File: src/rtl/counter_mod_n_if.sv
// Control and status bundle for counter_mod_n.
// The master drives count controls and the slave (the counter) returns count and status.
interface counter_mod_n_if #(
    parameter int unsigned WIDTH = 4
);
    logic             en;
    logic             up;
    logic             sclr;
    logic             load;
    logic [WIDTH-1:0] ld_val;
    logic [WIDTH-1:0] q;
    logic             tc;
    logic             wrap;
    logic             ovf_sticky;

    modport master (
        output en, up, sclr, load, ld_val,
        input  q, tc, wrap, ovf_sticky
    );

    modport slave (
        input  en, up, sclr, load, ld_val,
        output q, tc, wrap, ovf_sticky
    );
endinterface

File: src/rtl/counter_mod_n.sv
// Modulo-N up/down counter with load, sync clear, wrap/saturate and bound-event flags.
// Define COUNTER_MOD_STATUS_EN to build the sticky bound-event register behind ovf_sticky.
module counter_mod_n #(
    parameter int unsigned     WIDTH    = 4,
    parameter longint unsigned MODULUS  = 16,
    parameter int unsigned     SATURATE = 0
) (
    input  logic              clk,
    input  logic              clr,
    counter_mod_n_if.slave    bus
);

    localparam logic [WIDTH-1:0] MAX_Q = WIDTH'(MODULUS - 64'd1);
    localparam logic [WIDTH-1:0] ONE   = WIDTH'(1);
    localparam bit               SAT   = (SATURATE != 0);

    logic [WIDTH-1:0] q_q, q_d;
    logic             wrap_q, wrap_d;
    logic             at_bound;

    assign at_bound = bus.up ? (q_q == MAX_Q) : (q_q == '0);
    assign bus.tc   = bus.en & at_bound;

    always_comb begin
        q_d    = q_q;
        wrap_d = 1'b0;
        if (bus.sclr) begin
            q_d = '0;
        end else if (bus.load) begin
            // Out-of-range loads clamp so q never leaves 0..MODULUS-1.
            q_d = (bus.ld_val > MAX_Q) ? MAX_Q : bus.ld_val;
        end else if (bus.en) begin
            wrap_d = at_bound;
            if (bus.up) begin
                q_d = at_bound ? (SAT ? q_q : '0) : q_q + ONE;
            end else begin
                q_d = at_bound ? (SAT ? q_q : MAX_Q) : q_q - ONE;
            end
        end
    end

    always_ff @(posedge clk or negedge clr) begin
        if (!clr) begin
            q_q    <= '0;
            wrap_q <= 1'b0;
        end else begin
            q_q    <= q_d;
            wrap_q <= wrap_d;
        end
    end

    assign bus.q    = q_q;
    assign bus.wrap = wrap_q;

`ifdef COUNTER_MOD_STATUS_EN
    logic ovf_q;
    logic bound_evt;

    assign bound_evt = ~bus.sclr & ~bus.load & bus.tc;

    always_ff @(posedge clk or negedge clr) begin
        if (!clr) begin
            ovf_q <= 1'b0;
        end else if (bus.sclr) begin
            ovf_q <= 1'b0;
        end else if (bound_evt) begin
            ovf_q <= 1'b1;
        end
    end

    assign bus.ovf_sticky = ovf_q;
`else
    assign bus.ovf_sticky = 1'b0;
`endif

endmodule

File: src/flat_wrapper.sv
// flat-port wrapper written by rule: the top's interface ports become plain ports
module counter_mod_n_flat 
#(
    parameter int unsigned     WIDTH    = 4,
    parameter longint unsigned MODULUS  = 16,
    parameter int unsigned     SATURATE = 0
)
  (clk, clr, bus_en, bus_up, bus_sclr, bus_load, bus_ld_val, bus_q, bus_tc, bus_wrap, bus_ovf_sticky);
  counter_mod_n_if #(.WIDTH(WIDTH)) bus_i ();
  input  logic clk;
  input  logic clr;
  input wire logic [$bits(bus_i.en)-1:0] bus_en;
  input wire logic [$bits(bus_i.up)-1:0] bus_up;
  input wire logic [$bits(bus_i.sclr)-1:0] bus_sclr;
  input wire logic [$bits(bus_i.load)-1:0] bus_load;
  input wire logic [$bits(bus_i.ld_val)-1:0] bus_ld_val;
  output wire logic [$bits(bus_i.q)-1:0] bus_q;
  output wire logic [$bits(bus_i.tc)-1:0] bus_tc;
  output wire logic [$bits(bus_i.wrap)-1:0] bus_wrap;
  output wire logic [$bits(bus_i.ovf_sticky)-1:0] bus_ovf_sticky;
  assign bus_i.en = bus_en;
  assign bus_i.up = bus_up;
  assign bus_i.sclr = bus_sclr;
  assign bus_i.load = bus_load;
  assign bus_i.ld_val = bus_ld_val;
  assign bus_q = bus_i.q;
  assign bus_tc = bus_i.tc;
  assign bus_wrap = bus_i.wrap;
  assign bus_ovf_sticky = bus_i.ovf_sticky;
  counter_mod_n #(.WIDTH(WIDTH), .MODULUS(MODULUS), .SATURATE(SATURATE)) u_core (.clk(clk), .clr(clr), .bus(bus_i));
endmodule
File: config.mk
export PLATFORM = sky130hd
export DESIGN_NAME = counter_mod_n_flat
export DESIGN_NICKNAME = d
export VERILOG_FILES = /design/src/rtl/counter_mod_n_if.sv /design/src/rtl/counter_mod_n.sv /design/src/flat_wrapper.sv
export SDC_FILE = /design/constraint.sdc
export NUM_CORES = 1
export LEC_CHECK = 0
export ABC_AREA = 1
export BUFFER_PORTS_ARGS = -buffer_cell sky130_fd_sc_hd__buf_2
export CORE_AREA = 8 8 45 47
export CTS_CLUSTER_SIZE = 8
export DETAILED_ROUTE_END_ITERATION = 8
export DIE_AREA = 0 0 53 55
export HOLD_SLACK_MARGIN = 0.1
export SLEW_MARGIN = 20
export SYNTH_ARGS = -nofsm -noshare
export SYNTH_HDL_FRONTEND = slang
export SYNTH_SLANG_ARGS = --single-unit
export TNS_END_PERCENT = 50
File: constraint.sdc
create_clock -name clk -period 2.55 [get_ports clk]
set_clock_uncertainty 0.2 [all_clocks]
set_input_delay 0.3825 -clock clk [delete_from_list [all_inputs] [get_ports clk]]
set_output_delay 0.3825 -clock clk [all_outputs]
set_load 0.01 [all_outputs]
==> flow_summary.ini, run 1 <==
[outcome]
status = finished clean

[die]
core_mm2 = 0.00138
die_h_um = 55
num_io_pins = 17
design.die.area_mm2 = 0.00292
dieWidth_um = 53
fp-row-count = 14
start_util_pct = 29.8

[cells_and_area]
final_common_cell = nand2_1
fin_util_pct = 38.8
final_cell_mix = nand2_1, buf_2, inv_1, nor2_1, o21ai_0
final_nets = 98
drive_gt1_share_pct = 24.7
n_antenna_cell = 0
syn_to_final_growth_pct = 30.0

[clock_network]
clk_latency_ps = 240
cts.sinks = 5
root_buffer = clkbuf_4
cts_tree = yes
cts.path.max_buffers = 2
post_cts_resized = 0
clkSlewWorstSetupHoldPaths_ps = 40
htreeDepth = 1
cts_made_buffers = 3

[min_path]
hp-class = input port to flip-flop

[timing]
rsz0062_at_grt = no
slew_viol_final = 0
hold_viol_final = 0
fin_crit_sh_pct = 83.0
fin_crit_ps = 2120
finalSetupViolCount = 0
timing.setup.tns_ps = 0
fmax_mhz = 472

[drt]
wirelength_mm = 1.06
firstDrtPassIters = 4
wire_per_inst_um = 10.5
vias_per_cell = 4.51
vias = 456
drcViolationCount = 0
drtIter0Drc = 11
ant_nets = 0

[critical_path]
start_kind = flip-flop
cp-end-kind = output pin
worst-setup-path-type = flip-flop to output pin
crit_fanout = 5
cp.arrival_ps = 1530
worstPathRequired_ps = 1970

[placement]
port_buffers = 15
hpwlAfterDp_um = 846
place.gp.congestion = 0.766

[power]
p_leak_nw = 0.303
ir_drop_mv = 0.352
total_power_uw = 269
powerDensity_mw_per_mm2 = 500

[synthesis]
yosysSeqAreaShare_pct = 30.3
ys_warn_count = 0
synth_fp_nets = 78
ys_ff_latch = 5
postSynthAreaPerCell_um2 = 6.26
ys_types = 18
mappedNetlistArea_um2 = 413
syn_inst = 66

[global_routing]
grt_max_degree = 9
grt_pass1_vias = 444
gr-total-overflow = 0
grt_use_total_pct = 8.11
grt_antenna_before_repair = 0
grt_pass1_wl_mm = 1.79

[job]
max-cap-violations = 0
cells in the mapped netlist:
cell type  number  share of area, %
inv_1           9               8.2
a31oi_1         1               1.5
inv_2           1              0.91
a21oi_1         1               1.2
ha_1            2               6.1
xor2_1          1               2.1
nor3_1          2               2.4
nand3_1         2               2.4
dfrtp_1         5                30
buf_4           1               1.8
conb_1          1              0.91
o211ai_1        1               1.8
nand4_1         2               3.0
nor2_1          9               8.2
nand2_1        19                17
nor2_2          2               3.0
o22ai_1         1               1.5
o21ai_0         6               7.3
layer usage:
metal	wire length (um)	GRT usage, %	part of all wire [%]
met1	482	9.34	46
met2	506	12.7	48
met3	69	3.48	6.5
met4	0	3.88	0
met5	0	0	0
registers in the layout, indices dropped and copies added (netlist names):
signal,flops
u_core.bus.q,4
u_core.bus.wrap,1
cell families (layout without fill, tap and decap cells):
logic type,after synthesis,after routing,synth area share (%)
and+or+nand+nor,36,36,36.4
buffers and inverters,11,30,10.9
AOI/OAI and AO/OA,10,10,13.3
DFF,5,5,30.3
adders and majority gates,2,2,6.06
other,1,1,0.908
xor gates and xnor gates,1,1,2.12
layout make-up:
type	instances	area (um^2)
fillers	151	847
multi-input cells	50	243
flip-flops and latches	5	125
repair buffers	16	85.1
inverters	10	37.5
clock buffers	4	26.3
well taps	16	20.0
per-stage QoR:
step	setup slack, ps	hold slack [ps]	area [um^2]	std cells
final	433	131	537	101
after global routing	293	146	537	101
after CTS	428	124	537	101
after detailed placement	707	-1.71	500	96
after global placement	746	-1.96	500	96
after floorplan	814	-113	413	66
what timing repair did:
action	CTS	global route
hold buffers	1	0
buffers inserted	0	0
hold endpoints to repair	5	0
worst paths after layout:
path                                        startpoint                     endpoint  slack, ps  cells after the start
max                        u_core.bus.q[0]$_DFFE_PN0P_                       bus_tc        430                      7
min                                           bus_sclr    u_core.bus.wrap$_DFF_PN0_        130                      2
max reg2reg                u_core.bus.q[0]$_DFFE_PN0P_  u_core.bus.q[3]$_DFFE_PN0P_        860                     11
min reg2reg                u_core.bus.q[3]$_DFFE_PN0P_  u_core.bus.q[3]$_DFFE_PN0P_        410                      2
max in group asynchronous                          clr    u_core.bus.wrap$_DFF_PN0_       1730                      2
min in group asynchronous                          clr  u_core.bus.q[1]$_DFFE_PN0P_        290                      2
critical path: stages, from the launching register on:
cell and delay (ps):
dfrtp_1 390, inv_1 120, ha_1 240, nand2_1 80
nor2_2 50, o21ai_0 210, inv_1 60, buf_2 140
power by group:
part	internal, mW	switching, mW	total, mW
Combinational	0.0325	0.0486	0.0811
Sequential	0.0866	0.00992	0.0965
Clock	0.0591	0.0318	0.0910
Total	0.178	0.0904	0.269
Power figures use the tool's default switching activity.
==> inputs of run 2 (changes only) <==
clock period = 1.7 ns   (was 2.55 ns; I/O delays follow)
==> run 2 against run 1 <==
  * The flow now finishes with violations (negative setup slack)
  * Via count rose by 21%
  * Die area did not move
  * Clock power rose by 49%
  * Cell count rose by 17%
  * Global-route usage rose by 1.6 points
  * Flip-flop and latch count did not move
  * Combinational power rose by 130%
  * Utilization rose by 13 points
  * Sequential power rose by 50%
  * Sequential share of layout area fell by 5.8 points
  * Hold slack got worse by 13 ps
  * Critical endpoint unchanged
==> flow_summary.ini, run 2 (synthesized netlist as in run 1, its figures left out) <==
[outcome]
status = finished with violations
violations = negative setup slack

[power]
powerDensity_mw_per_mm2 = 651
p_leak_nw = 0.387
ir_drop_mv = 0.578

[placement]
place.gp.congestion = 0.782
placed_cells = 99
post-place-ws_ps = 28.5
port_buffers = 15
hpwlAfterDp_um = 873

[die]
fp-row-count = 14
design.die.area_mm2 = 0.00292
die_h_um = 55
core_mm2 = 0.00138
num_io_pins = 17
dieWidth_um = 53
start_util_pct = 29.8

[critical_path]
slowest_delay_ps = 420
cp.arrival_ps = 1320
worst-setup-path-type = flip-flop to output pin
crit_fanout = 4
cp-end-kind = output pin
worstPathRequired_ps = 1240
crit_chain = ha_2 > nand2_2 > nor2_4 > o21ai_2 > inv_1 > buf_2
crit_slowest_cell = dfrtp_2
cp_top_family = flip-flops
start_kind = flip-flop
crit_buf_inv = 2

[job]
max-cap-violations = 0

[clock_network]
cts.sinks = 5
clk_latency_ps = 240
cts_tree = yes
cts.path.max_buffers = 2
cts_made_buffers = 3
clkSlewWorstSetupHoldPaths_ps = 40
htreeDepth = 1
root_buffer = clkbuf_4

[min_path]
hp-class = input port to flip-flop

[drt]
wire_per_inst_um = 11.5
ant_nets = 0
drtIter0Drc = 27
wirelength_mm = 1.36
drcViolationCount = 0
vias_per_cell = 4.69
vias = 553
firstDrtPassIters = 4

[timing]
setup_ws_ps = -71.2
hold_viol_final = 0
rsz0062_at_grt = yes
slew_viol_final = 0
fin_crit_sh_pct = 104
finalSetupViolCount = 2
fin_crit_ps = 1770
holdWs_ps = 118
fmax_mhz = 565

[cells_and_area]
fin_cells = 118
n_antenna_cell = 0
fin_util_pct = 52.1
final_common_cell = nand2_1
final_nets = 115
syn_to_final_growth_pct = 74.5
n_fill_cell = 136
drive_gt1_share_pct = 44.1
final_cell_mix = nand2_1, buf_2, buf_4
largest_reg_flops = 4

[global_routing]
gr-total-overflow = 0
grt_antenna_before_repair = 0
grt_pass1_vias = 523
grt_use_total_pct = 9.76
grt_pass1_wl_mm = 2.13
grt_max_degree = 9
==> run 2: cell types whose count changed in the layout (fill, tap and decap cells not counted), sizes merged <==
| cell | before | now |
|---|---|---|
| buf | 15 | 29 |
| dlygate4sd3 | 1 | 4 |
==> run 2: area by class of cell <==
type	instances	area (um^2)	share of cell area, %
clock buffer	4	26.3	3.65
inverter	10	37.5	5.21
multi-input combinational	50	290	40.3
sequential	5	126	17.5
tap	16	20.0	2.78
timing repair buffer	33	220	30.6
==> run 2: metrics by stage <==
| stage | area [um^2] | total power, mW | setup TNS (ps) |
|---|---|---|---|
| floorplan | 413 | 0.223 | 0 |
| global placement | 523 | 0.278 | 0 |
| detailed placement | 523 | 0.277 | 0 |
| CTS | 691 | 0.456 | -63.2 |
| global route | 721 | 0.508 | -319 |
| finish | 721 | 0.469 | -76.9 |
==> run 2: worst register-to-register path, delay by kind of cell (launching register included) <==
kind,cells,cell delay [ps]
fa+ha+maj,1,210
buf+inv,2,230
flops,1,400
simple gates,9,560
==> run 2: report_power, final <==
group          internal (mW)  leakage, nW  switching [mW]  total [mW]
Clock                 0.0886       0.0150          0.0472       0.136
Sequential             0.130       0.0637          0.0145       0.145
Combinational         0.0919        0.308          0.0969       0.189
Total                  0.311        0.387           0.159       0.469
==> run 2: worst paths after layout <==
kind,slack (ps),depth (start not counted),end,startpoint
worst max-delay path,-70,6,bus_tc,u_core.bus.q[0]$_DFFE_PN0P_
worst min-delay path,120,4,u_core.bus.q[3]$_DFFE_PN0P_,bus_en
worst max register to register,-10,12,u_core.bus.q[3]$_DFFE_PN0P_,u_core.bus.q[1]$_DFFE_PN0P_
worst min register to register,460,3,u_core.bus.q[3]$_DFFE_PN0P_,u_core.bus.q[3]$_DFFE_PN0P_
max in group asynchronous,1020,2,u_core.bus.q[0]$_DFFE_PN0P_,clr
min in group asynchronous,140,2,u_core.bus.q[1]$_DFFE_PN0P_,clr
==> run 2: layer usage <==
layer  vias to the layer above  part of all wire, %  GRT usage (%)
met4                         0                  3.4           5.17
met2                        29                   49           16.6
met3                         6                  8.9           3.21
li1                        281                    -              -
met5                         -                    0              0
met1                       237                   39           10.6
==> run 2: repair_timing <==
action	CTS	global route
pin swaps	6	2
hold buffers	4	0
buffers inserted	9	2
endpoints found under the setup margin	1	4
hold endpoints to repair	7	0
gates resized for setup	11	4
==> inputs of run 3 (changes only) <==
--- a/constraint.sdc
+++ b/constraint.sdc
@@ -4,2 +4,2 @@
 set_output_delay 0.255 -clock clk [all_outputs]
-set_load 0.01 [all_outputs]
+set_load 0.02 [all_outputs]
==> run 3 against run 2 <==
  * The run still ends with negative setup slack left
  * Hold slack better by 9.8 ps
  * Total power up 1.5%
  * Critical path depth up 1
  * Sequential power up 3%
  * Sequential share of layout area up 1.1 points
  * Register-to-register slack better by 80 ps
  * Via count down 0.72%
  * Largest power group unchanged
==> flow_summary.ini, run 3 (synthesized netlist as in run 1, its figures left out) <==
[drt]
vias = 549
highest_layer = met4
vias_per_cell = 4.95
routed-wl-met3_um = 100
met1Wirelength_um = 505
drtIter0Drc = 10
ant_nets = 0
firstDrtPassIters = 4
wirelength_mm = 1.31
wl_met2_um = 689
wire_per_inst_um = 11.8
drcViolationCount = 0

[placement]
post-place-ws_ps = 3.59
hpwlAfterDp_um = 873
place.gp.congestion = 0.839
port_buffers = 15
placed_cells = 98

[power]
powerDensity_mw_per_mm2 = 698
combPwrFrac_pct = 40.2
p_sw_uw = 170
p_leak_nw = 0.352
p_sw_share_pct = 35.8
power.share.sequential_pct = 31.4
ir_drop_mv = 0.609
power.internal_uw = 306
clockPowerShare_pct = 28.4
total_power_uw = 477

[outcome]
status = finished with violations
violations = negative setup slack

[timing]
finalSetupViolCount = 1
rsz0062_at_grt = yes
fmax_mhz = 567
hold_viol_final = 0
timing.setup.tns_ps = -65.1
slew_viol_final = 0
fin_crit_sh_pct = 104
setup_ws_ps = -65.1
fin_crit_ps = 1770
holdWs_ps = 128

[global_routing]
grt_antenna_before_repair = 0
gr-total-overflow = 0
grt_use_total_pct = 9.15
grt_pass1_wl_mm = 2.03
grt_pass1_vias = 521
grt_max_degree = 9

[min_path]
hold_depth = 4
worstHoldStart = bus_sclr
hp-class = input port to flip-flop
hold_end = u_core.bus.q[3]$_DFFE_PN0P_

[critical_path]
reg2reg_depth = 12
cp_top_family = flip-flops
crit_slowest_cell = dfrtp_2
cp-end-kind = output pin
worst-setup-path-type = flip-flop to output pin
r2r_slack_ps = 70
r2r_end = u_core.bus.q[3]$_DFFE_PN0P_
crit_buf_inv = 3
slowest_delay_ps = 440
start_kind = flip-flop
crit_fanout = 3
worstPathRequired_ps = 1240
crit_chain = inv_4 > ha_4 > nand2_4 > nor2_4 > o21ai_2 > inv_1 > buf_6
cp.depth = 7
r2r_start = u_core.bus.q[1]$_DFFE_PN0P_
cp.arrival_ps = 1310

[cells_and_area]
fin_cells = 111
final_nets = 108
n_antenna_cell = 0
final_common_cell = nand2_1
largest_reg_flops = 4
final_cell_mix = nand2_1, buf_2, nor2_1
syn_to_final_growth_pct = 65.5
drive_gt1_share_pct = 40.0

[clock_network]
cts_tree = yes
cts_made_buffers = 3
clk_latency_ps = 240
root_buffer = clkbuf_4
htreeDepth = 1
cts.path.max_buffers = 2
clkSlewWorstSetupHoldPaths_ps = 40
cts.sinks = 5

[die]
design.die.area_mm2 = 0.00292
core_mm2 = 0.00138
dieWidth_um = 53
start_util_pct = 29.8
die_h_um = 55
num_io_pins = 17
fp-row-count = 14

[job]
max-cap-violations = 0
## run 3: cell types whose count changed in the layout (fill, tap and decap cells not counted), sizes merged
cell / delta
dlygate4sd3: +1
buf: -8
## run 3: worst min-delay path, stage by stage
cell     delay, ps
buf_2          100
nor3_2          60
nand2_1         60
nand2_1         50
## run 3: layout make-up
class	count	area, um^2
fillers	145	701
multi-input cells	50	293
repair buffers	26	176
flip-flops and latches	5	128
inverters	10	40.0
clock buffers	4	26.3
well taps	16	20.0
## run 3: per-stage QoR
stage	util, %	instance area, um^2
after floorplan	-	415
after global placement	37.4	518
after detailed placement	37.4	518
after CTS	48.7	674
after global routing	49.4	683
final	49.4	683
## run 3: worst max-delay path by stage
stage	start	endpoint	slack (ps)
2_1_floorplan	u_core.bus.q[0]$_DFFE_PN0P_	bus_tc	40
3_3_place_gp	u_core.bus.q[1]$_DFFE_PN0P_	bus_tc	40
3_5_place_dp	u_core.bus.q[1]$_DFFE_PN0P_	bus_tc	4
4_1_cts	u_core.bus.q[1]$_DFFE_PN0P_	bus_tc	-60
5_1_grt	u_core.bus.q[0]$_DFFE_PN0P_	bus_tc	-130
6_report	u_core.bus.q[1]$_DFFE_PN0P_	bus_tc	-70
## run 3: layer usage
metal / vias to the layer above / GRT usage, %
met3: 3 / 3.74
met5: - / 0
li1: 268 / -
met2: 20 / 16.0
met1: 258 / 9.33
met4: 0 / 4.31
## run 3: power groups by stage
stage,sequential (mW),combinational [mW],clock [mW]
floorplan,0.158,0.0762,0
global placement,0.147,0.138,0
detailed placement,0.146,0.138,0
CTS,0.148,0.183,0.144
global route,0.151,0.213,0.150
finish,0.150,0.192,0.135
## run 3: timing repair
| action | in CTS | in global routing |
|---|---|---|
| gates resized for setup | 14 | 4 |
| setup endpoints to repair | 1 | 5 |
| hold buffers | 5 | 0 |
| pin swaps | 4 | 0 |
| setup buffers | 4 | 0 |
| hold endpoints to repair | 7 | 0 |
